--- src/rtl/alu_pkg.sv ---
// Shared ALU definitions: opcode encodings, widths, request record and
// the arbiter state encoding used by the shared-ALU front end.
package alu_pkg;

   localparam int ALU_DATA_W = 32;
   localparam int ALU_OP_W   = 5;

   localparam logic [ALU_OP_W-1:0] ALU_ADD = 5'd0;
   localparam logic [ALU_OP_W-1:0] ALU_SUB = 5'd1;
   localparam logic [ALU_OP_W-1:0] ALU_AND = 5'd2;
   localparam logic [ALU_OP_W-1:0] ALU_OR  = 5'd3;
   localparam logic [ALU_OP_W-1:0] ALU_XOR = 5'd4;
   localparam logic [ALU_OP_W-1:0] ALU_SLT = 5'd5;
   localparam logic [ALU_OP_W-1:0] ALU_SLL = 5'd6;
   localparam logic [ALU_OP_W-1:0] ALU_SRL = 5'd7;
   localparam logic [ALU_OP_W-1:0] ALU_SRA = 5'd8;
   localparam logic [ALU_OP_W-1:0] ALU_NOR = 5'd9;
   localparam logic [ALU_OP_W-1:0] ALU_SGE = 5'd10;

   // Highest defined opcode; anything above it is reported as illegal.
   localparam logic [ALU_OP_W-1:0] ALU_OP_MAX = 5'b01010;

   typedef struct packed {
      logic [ALU_DATA_W-1:0] a;
      logic [ALU_DATA_W-1:0] b;
      logic [ALU_OP_W-1:0]   op;
   } alu_req_t;

   typedef enum logic [1:0] {
      IDLE = 2'd0,
      EXEC = 2'd1,
      RESP = 2'd2
   } arb_state_e;

endpackage

--- src/rtl/rr_arbiter.sv ---
// Combinational round-robin priority picker: starting at i_ptr and wrapping,
// grants the first asserted request. Returns a one-hot grant and its index.
module rr_arbiter
#(
   parameter int N    = 4,
   parameter int ID_W = $clog2(N)
)
(
   input  logic [N-1:0]    i_req,
   input  logic [ID_W-1:0] i_ptr,
   output logic [N-1:0]    o_grant,
   output logic [ID_W-1:0] o_id,
   output logic            o_any
);

   // Walk the requesters from the pointer upward, modulo N, and keep the first hit.
   always_comb begin : pick
      int idx;
      o_grant = '0;
      o_id    = '0;
      o_any   = 1'b0;
      idx     = 0;
      for (int k = 0; k < N; k++) begin
         idx = int'(i_ptr) + k;
         if (idx >= N) idx = idx - N;
         if (!o_any && i_req[idx]) begin
            o_any        = 1'b1;
            o_grant[idx] = 1'b1;
            o_id         = ID_W'(idx);
         end
      end
   end

endmodule

--- src/rtl/alu_arbiter.sv ---
// Shares one ALU between NUM_REQ requesters. One transaction is in flight at a
// time: accept in IDLE, drive the ALU for one EXEC cycle, hold the response in
// RESP until the granted requester takes it, then rotate priority.
module alu_arbiter
   import alu_pkg::*;
#(
   parameter int NUM_REQ = 4,
   parameter int DATA_W  = 32,
   parameter int OP_W    = 5,
   parameter int ID_W    = $clog2(NUM_REQ)
)
(
   input  logic                      clk,
   input  logic                      rst,
   input  logic [NUM_REQ-1:0]        req_valid,
   output logic [NUM_REQ-1:0]        req_ready,
   input  logic [NUM_REQ*DATA_W-1:0] req_a,
   input  logic [NUM_REQ*DATA_W-1:0] req_b,
   input  logic [NUM_REQ*OP_W-1:0]   req_op,
   output logic [NUM_REQ-1:0]        rsp_valid,
   input  logic [NUM_REQ-1:0]        rsp_ready,
   output logic [DATA_W-1:0]         rsp_result,
   output logic                      rsp_zero,
   output logic                      rsp_illegal,
   output logic [DATA_W-1:0]         alu_operand_a,
   output logic [DATA_W-1:0]         alu_operand_b,
   output logic [OP_W-1:0]           alu_op,
   input  logic [DATA_W-1:0]         alu_result,
   input  logic                      alu_zero,
   output logic                      busy,
   output logic [ID_W-1:0]           grant_id
);

   arb_state_e          r_state;
   arb_state_e          w_nextState;
   logic [ID_W-1:0]     r_rrPtr;
   logic [ID_W-1:0]     r_grantId;
   logic [DATA_W-1:0]   r_opA;
   logic [DATA_W-1:0]   r_opB;
   logic [OP_W-1:0]     r_op;
   logic [DATA_W-1:0]   r_result;
   logic                r_zero;
   logic                r_illegal;
   logic [NUM_REQ-1:0]  w_winOneHot;
   logic [ID_W-1:0]     w_winId;
   logic                w_anyReq;
   logic                w_rspAccept;
   logic                w_illegalOp;

   rr_arbiter #(
      .N    (NUM_REQ),
      .ID_W (ID_W)
   ) u_rr (
      .i_req   (req_valid),
      .i_ptr   (r_rrPtr),
      .o_grant (w_winOneHot),
      .o_id    (w_winId),
      .o_any   (w_anyReq)
   );

   assign w_illegalOp   = (r_op > OP_W'(ALU_OP_MAX));
   assign alu_operand_a = r_opA;
   assign alu_operand_b = r_opB;
   assign alu_op        = r_op;
   assign rsp_result    = r_result;
   assign rsp_zero      = r_zero;
   assign rsp_illegal   = r_illegal;
   assign grant_id      = r_grantId;
   assign busy          = (r_state != IDLE);

   // State register; reset drops any in-flight transaction.
   always_ff @(posedge clk or posedge rst) begin
      if (rst) r_state <= IDLE;
      else     r_state <= w_nextState;
   end

   // Next state plus the handshake strobes seen by the requesters.
   always_comb begin
      w_nextState = r_state;
      req_ready   = '0;
      rsp_valid   = '0;
      w_rspAccept = 1'b0;
      case (r_state)
         IDLE: begin
            req_ready = w_winOneHot;
            if (w_anyReq) w_nextState = EXEC;
         end
         EXEC: w_nextState = RESP;
         RESP: begin
            rsp_valid[r_grantId] = 1'b1;
            w_rspAccept          = rsp_ready[r_grantId];
            if (w_rspAccept) w_nextState = IDLE;
         end
         default: w_nextState = IDLE;
      endcase
   end

   // Operand capture on accept, result capture after EXEC, pointer rotation on response.
   always_ff @(posedge clk or posedge rst) begin
      if (rst) begin
         r_rrPtr   <= '0;
         r_grantId <= '0;
         r_opA     <= '0;
         r_opB     <= '0;
         r_op      <= '0;
         r_result  <= '0;
         r_zero    <= 1'b1;
         r_illegal <= 1'b0;
      end else begin
         case (r_state)
            IDLE: begin
               if (w_anyReq) begin
                  r_opA     <= req_a[w_winId*DATA_W +: DATA_W];
                  r_opB     <= req_b[w_winId*DATA_W +: DATA_W];
                  r_op      <= req_op[w_winId*OP_W +: OP_W];
                  r_grantId <= w_winId;
               end
            end
            EXEC: begin
               if (w_illegalOp) begin
                  r_result  <= '0;
                  r_zero    <= 1'b1;
                  r_illegal <= 1'b1;
               end else begin
                  r_result  <= alu_result;
                  r_zero    <= alu_zero;
                  r_illegal <= 1'b0;
               end
            end
            RESP: begin
               if (w_rspAccept) begin
                  r_rrPtr <= (r_grantId == ID_W'(NUM_REQ-1)) ? '0 : r_grantId + 1'b1;
               end
            end
            default: ;
         endcase
      end
   end

endmodule

--- config.mk ---
export PLATFORM = sky130hd
export DESIGN_NAME = alu_arbiter
export DESIGN_NICKNAME = d
export VERILOG_FILES = /design/src/rtl/alu_pkg.sv /design/src/rtl/rr_arbiter.sv /design/src/rtl/alu_arbiter.sv
export SDC_FILE = /design/constraint.sdc
export NUM_CORES = 1
export LEC_CHECK = 0
export BUFFER_PORTS_ARGS = -buffer_cell sky130_fd_sc_hd__buf_4
export CAP_MARGIN = 20
export CORE_AREA = 8 8 161 163
export CTS_CLUSTER_DIAMETER = 120
export DETAILED_ROUTE_END_ITERATION = 10
export DIE_AREA = 0 0 169 171
export PLACE_DENSITY = 0.65
export SYNTH_ARGS = -nofsm -noshare
export SYNTH_HDL_FRONTEND = slang
export SYNTH_SLANG_ARGS = --single-unit
--- constraint.sdc ---
create_clock -name clk -period 4.48 [get_ports clk]
set_input_delay 0.672 -clock clk [delete_from_list [all_inputs] [get_ports clk]]
set_output_delay 0.672 -clock clk [all_outputs]
set_load 0.03 [all_outputs]
# After elaboration in Yosys (flattened, before gate mapping)
# Index checks and enable logic that the tools add are counted.
totals:
  inputBits: 319
  reg_bits: 109
  wordCells: 110
  output_inout_bits: 114
classes:
  reduce_logical: 16
  muxes: 50
  n_shift: 3
  multipliers: 1
  eq_ne: 5
  n_lt_le_gt_ge: 15
  bitwise: 3
  n_addsub: 8
ops:
  columns: ["op", "count"]
  rows:
  - ["$shiftx 128x8->32", 2]
  - ["$mux 32", 5]
  - ["$ge 32x1->1 const B", 4]
  - ["$lt 32x4->1 const B", 4]
  - ["$ge 32x4->1 const B", 3]
  - ["$sub 32x4->32 const B", 3]
  - ["$mux 4", 6]
  - ["$mux 1", 21]
  - ["$shiftx 20x6->5", 1]
  - ["$mux 2", 7]
  - ["$or 4x4->4", 3]
  - ["$bmux 1 s2", 5]
  - ["$demux 1 s2", 5]
  - ["$logic_and 1x1->1", 8]
  - ["$add 2x2->3 const B", 2]
  - ["$pmux 2 s3", 1]
  - ["$reduce_and 2->1", 3]
  - ["$gt 5x4->1 const B", 1]
  - ["$mul 2x3->5 const B", 1]
  - ["$eq 2x2->1 const B", 2]
  - ["$sub 2x3->4 const B", 1]
  - ["$add 2x1->3 const B", 1]
  - ["$ge 2x3->1 const B", 1]
  - ["$logic_not 1->1", 3]
  - ["8 further kinds", 8]

# Depth between registers and ports, before layout
depth:
  ltp_word: 17
  mapped_depth: 12

# Hierarchy
# From an unflattened synthesis, not the netlist that was laid out.
hier_totals:
  hier_cells: 466
  area_unflattened_um2: 6495.0
by_module_without_submodules:
  columns: ["module", "instances", "area_each_um2", "cells_each"]
  rows:
  - ["alu_arbiter", 1, 6034.5, 418]
  - ["rr_arbiter", 1, 460.4, 48]

# Least setup slack after synthesis
# OpenSTA, ideal clock, no wires.
synth_path:
  kind: "register -> output"
  startpoint: "register r_rrPtr[0]"
  endpoint: "output port req_ready[0]"
  setup_slack_ns: 1.223
  path_stages_with_launch: 9
  n_path_buf: 1
  arrival_time_ns: 2.585
  path_cell_list: "dfrtp_1 buf_6 inv_1 ha_1 mux4_2 nor2_2 a22oi_1 o21ai_0 nor2b_1"
synth_between:
  elab_chain_len: 16
  word_cells_on_any_way: 64
synth_rtl:
  columns: ["element", "line_no", "source"]
  rows:
  - ["from (decl)", "alu_arbiter.sv:36", "logic [ID_W-1:0] r_rrPtr;"]
  - ["from (signal assigned)", "alu_arbiter.sv:132", "r_rrPtr <= (r_grantId == ID_W'(NUM_REQ-1)) ? '0 : r_grantId + 1'b1;"]
  - ["branches (longest 14 deep; another with $sub 32x4->32)", null, null]
  - ["$mux 4 (*)", "rr_arbiter.sv:26", "if (!o_any && i_req[idx]) begin"]
  - ["$mux 4 (*)", "alu_arbiter.sv:83", "case (r_state)"]
  - ["to (decl)", "alu_arbiter.sv:16", "output logic [NUM_REQ-1:0] req_ready,"]
# Mark *: on every way between the ends. The select of a mux whose other input is x is not followed.

# Worst setup path in the final report
# Same ends and word-level chain as after synthesis.

==> run metrics <==
GRT Overall Usage 19.3%; Root Driver clkbuf_16; Distinct cells, synth 46; clock latency at the later pin of the worst-skew pair 0.36 ns; largest net degree at the start of global routing 141; PortBufs 432; CP cell instances inv_1 -> ha_1 -> mux4_2 -> nor2_2 -> a22oi_1 -> o21ai_0 -> nor2b_1 -> buf_4; fin crit period 3.98 ns; Max Root-Sink Buffers 2; DR pass1 iterations 4; DRC Markers 0; Sink Count 109; Final Cycle Share 88.9%; Synth Flop Type dfrtp_1; Avg Inst Size Synth 10.4 sq um; area growth from synthesis to layout 52.8%; number of synthesized flops with an enable pin 0; final WL 29500 um; DR vias/cell 4.95; CTS tree done; die height 171 um; HPWL after detailed placement 23000 um; Syn Inst Count 684; row count 56; PnR worst setup slack 0.498 ns; Buffers & Inverters on Critical Path 2; Relative slew margins 50.4%; critical path's largest stage delay 0.70 ns; commonest non-fill, non-tap cells in the layout 442 x buf_4, 121 x nand2_1, 108 x dfrtp_1; total power 8.62 mW; Core ar. 23300 sq um; die area 28900 sq um; crit path max fanout 13; Routed WL per cell 21.0 um; share of cells above drive strength 1 55.4%; H-tree Lvls 3; Max Cap Viol 0; DP Cell Count 1387; initial DRC count 336; most common cell after layout, fill and taps aside buf_4; Synthesized Nets 1011; clock-pin slew on the worst setup and hold paths 0.09 ns; cell area after synthesis 7100 sq um; initial antenna violation count 0; cts bufs inserted 9; # resized after CTS 0; Chip Width 169 um; CP top delay family flip-flops; post-synth top area share 38.0%; Worst EP required 3.81 ns; leakage power 5.37 nW; Worst Tran Pin Value 0.744 ns; Worst setup EP type output pin; cell accounting for the most synthesized area dfrtp_1; cell area power density 794 nW/um^2; Max Slew Vio Count 0; first-pass GRT wire length 43500 um; crit path max-delay cell type dfrtp_1; setup_tns 0 ns; flip-flop and latch count after synthesis 109; non-filler cells, final 1403; kind of critical path flip-flop to output pin; Initial Util 30.5%; peak supply drop 0.737 mV; # diodes 0; number of top-level pins 433; HP Class primary input to asynchronous set/reset pin; endpoints failing setup 0; sequential area share after synthesis 38.4%; Setup Skew 0.0101 ns; GRT overflow 0; crit path DAT 3.31 ns; Nets 1406; Post-synth ARST share 100%; Final Hold Viols 0; via count 6948; post-CTS setup buffers 0; Achievable Freq 0.251 GHz; Placement Setup Slack 0.864 ns; CP startpoint kind flip-flop; Layout fillers 2239; WHS 0.401 ns; ANT nets after route 0; RSZ-0062 raised after global routing false; # hold bufs at CTS 0; placer congestion estimate 0.853; Synthesis Warnings 0; vias in the first global route 7246; crit path launch r_rrPtr[0]; reg2reg start r_rrPtr[0]; Synth area leaders dfrtp_1 38%, o221ai_2 8.2%, mux2_2 7.5%; outcome finished, final reports clean
worst paths after layout:
path | end | slack [ns] | cells past startpoint
setup / recovery | req_ready[0] | 0.50 | 8
hold / removal | rsp_result[0] | 0.40 | 2
setup reg to reg | alu_operand_b[8] | 0.87 | 9
hold reg to reg | rsp_zero | 0.49 | 2
max in group asynchronous | rsp_zero | 3.14 | 3
min in group clk | rsp_zero | 0.49 | 2
stage by stage:
step / util (%) / instance area [sq um]
after CTS: 46.7 / 10900
after detailed placement: 45.3 / 10500
after floorplan: - / 7100
after global routing: 46.7 / 10900
final: 46.7 / 10900
after global placement: 45.3 / 10500
sequential cells by signal (all words and copies together) (netlist names):
signal / flops
alu_op: 5
alu_operand_a: 32
alu_operand_b: 32
grant_id: 2
r_rrPtr: 2
r_state: 2
rsp_illegal: 1
rsp_result: 32
rsp_zero: 1
Yosys cell counts (all sizes together) (2+ instances only):
library cell,count
nand2,121
dfrtp,108
inv,59
a22oi,52
buf,48
mux2,48
o221ai,47
a22o,32
a21o,25
a21oi,25
o31ai,25
a221oi,22
clkbuf,13
ha,8
o21ai,7
and2,6
mux4,6
nor2,6
nor2b,6
a32oi,4
a211oi,3
nand2b,2
nand3,2
o21a,2
layout make-up:
type	count	area [sq um]	share of cell area, %
clock inverter	7	86.3	0.795
timing repair buffer	445	3380	31.1
sequential	109	2730	25.1
tap	319	399	3.68
inverter	60	228	2.10
clock buffer	9	225	2.08
multi-input combinational	454	3810	35.1
where the power goes:
part | internal, mW | switching, mW
sequential | 1.47 | 0.327
combinational | 2.36 | 3.63
clock | 0.405 | 0.438
total | 4.23 | 4.39
per-layer routing:
metal  vias up  wire length (um)  GRT usage [%]  share of wire, %
met3        32              2300           5.88               7.8
met2       274             15200           34.6                52
met5         -                 0              0                 0
met4         0               537           5.54               1.8
li1       3326                 -              -                 -
met1      3316             11400           21.9                39
kinds of logic (layout without fill, tap and decap cells):
kind of cell / after synthesis / count (layout) / synth area share, %
AO/OA/AOI/OAI: 246 / 246 / 33.2
AND/OR/NAND/NOR: 145 / 145 / 8.91
buffers and inverters: 121 / 521 / 8.37
flip-flops: 109 / 109 / 38.4
multiplexers: 55 / 55 / 9.65
adder cells (fa/ha/maj): 8 / 8 / 1.41
Note: power is estimated with default switching activity, not from simulation.
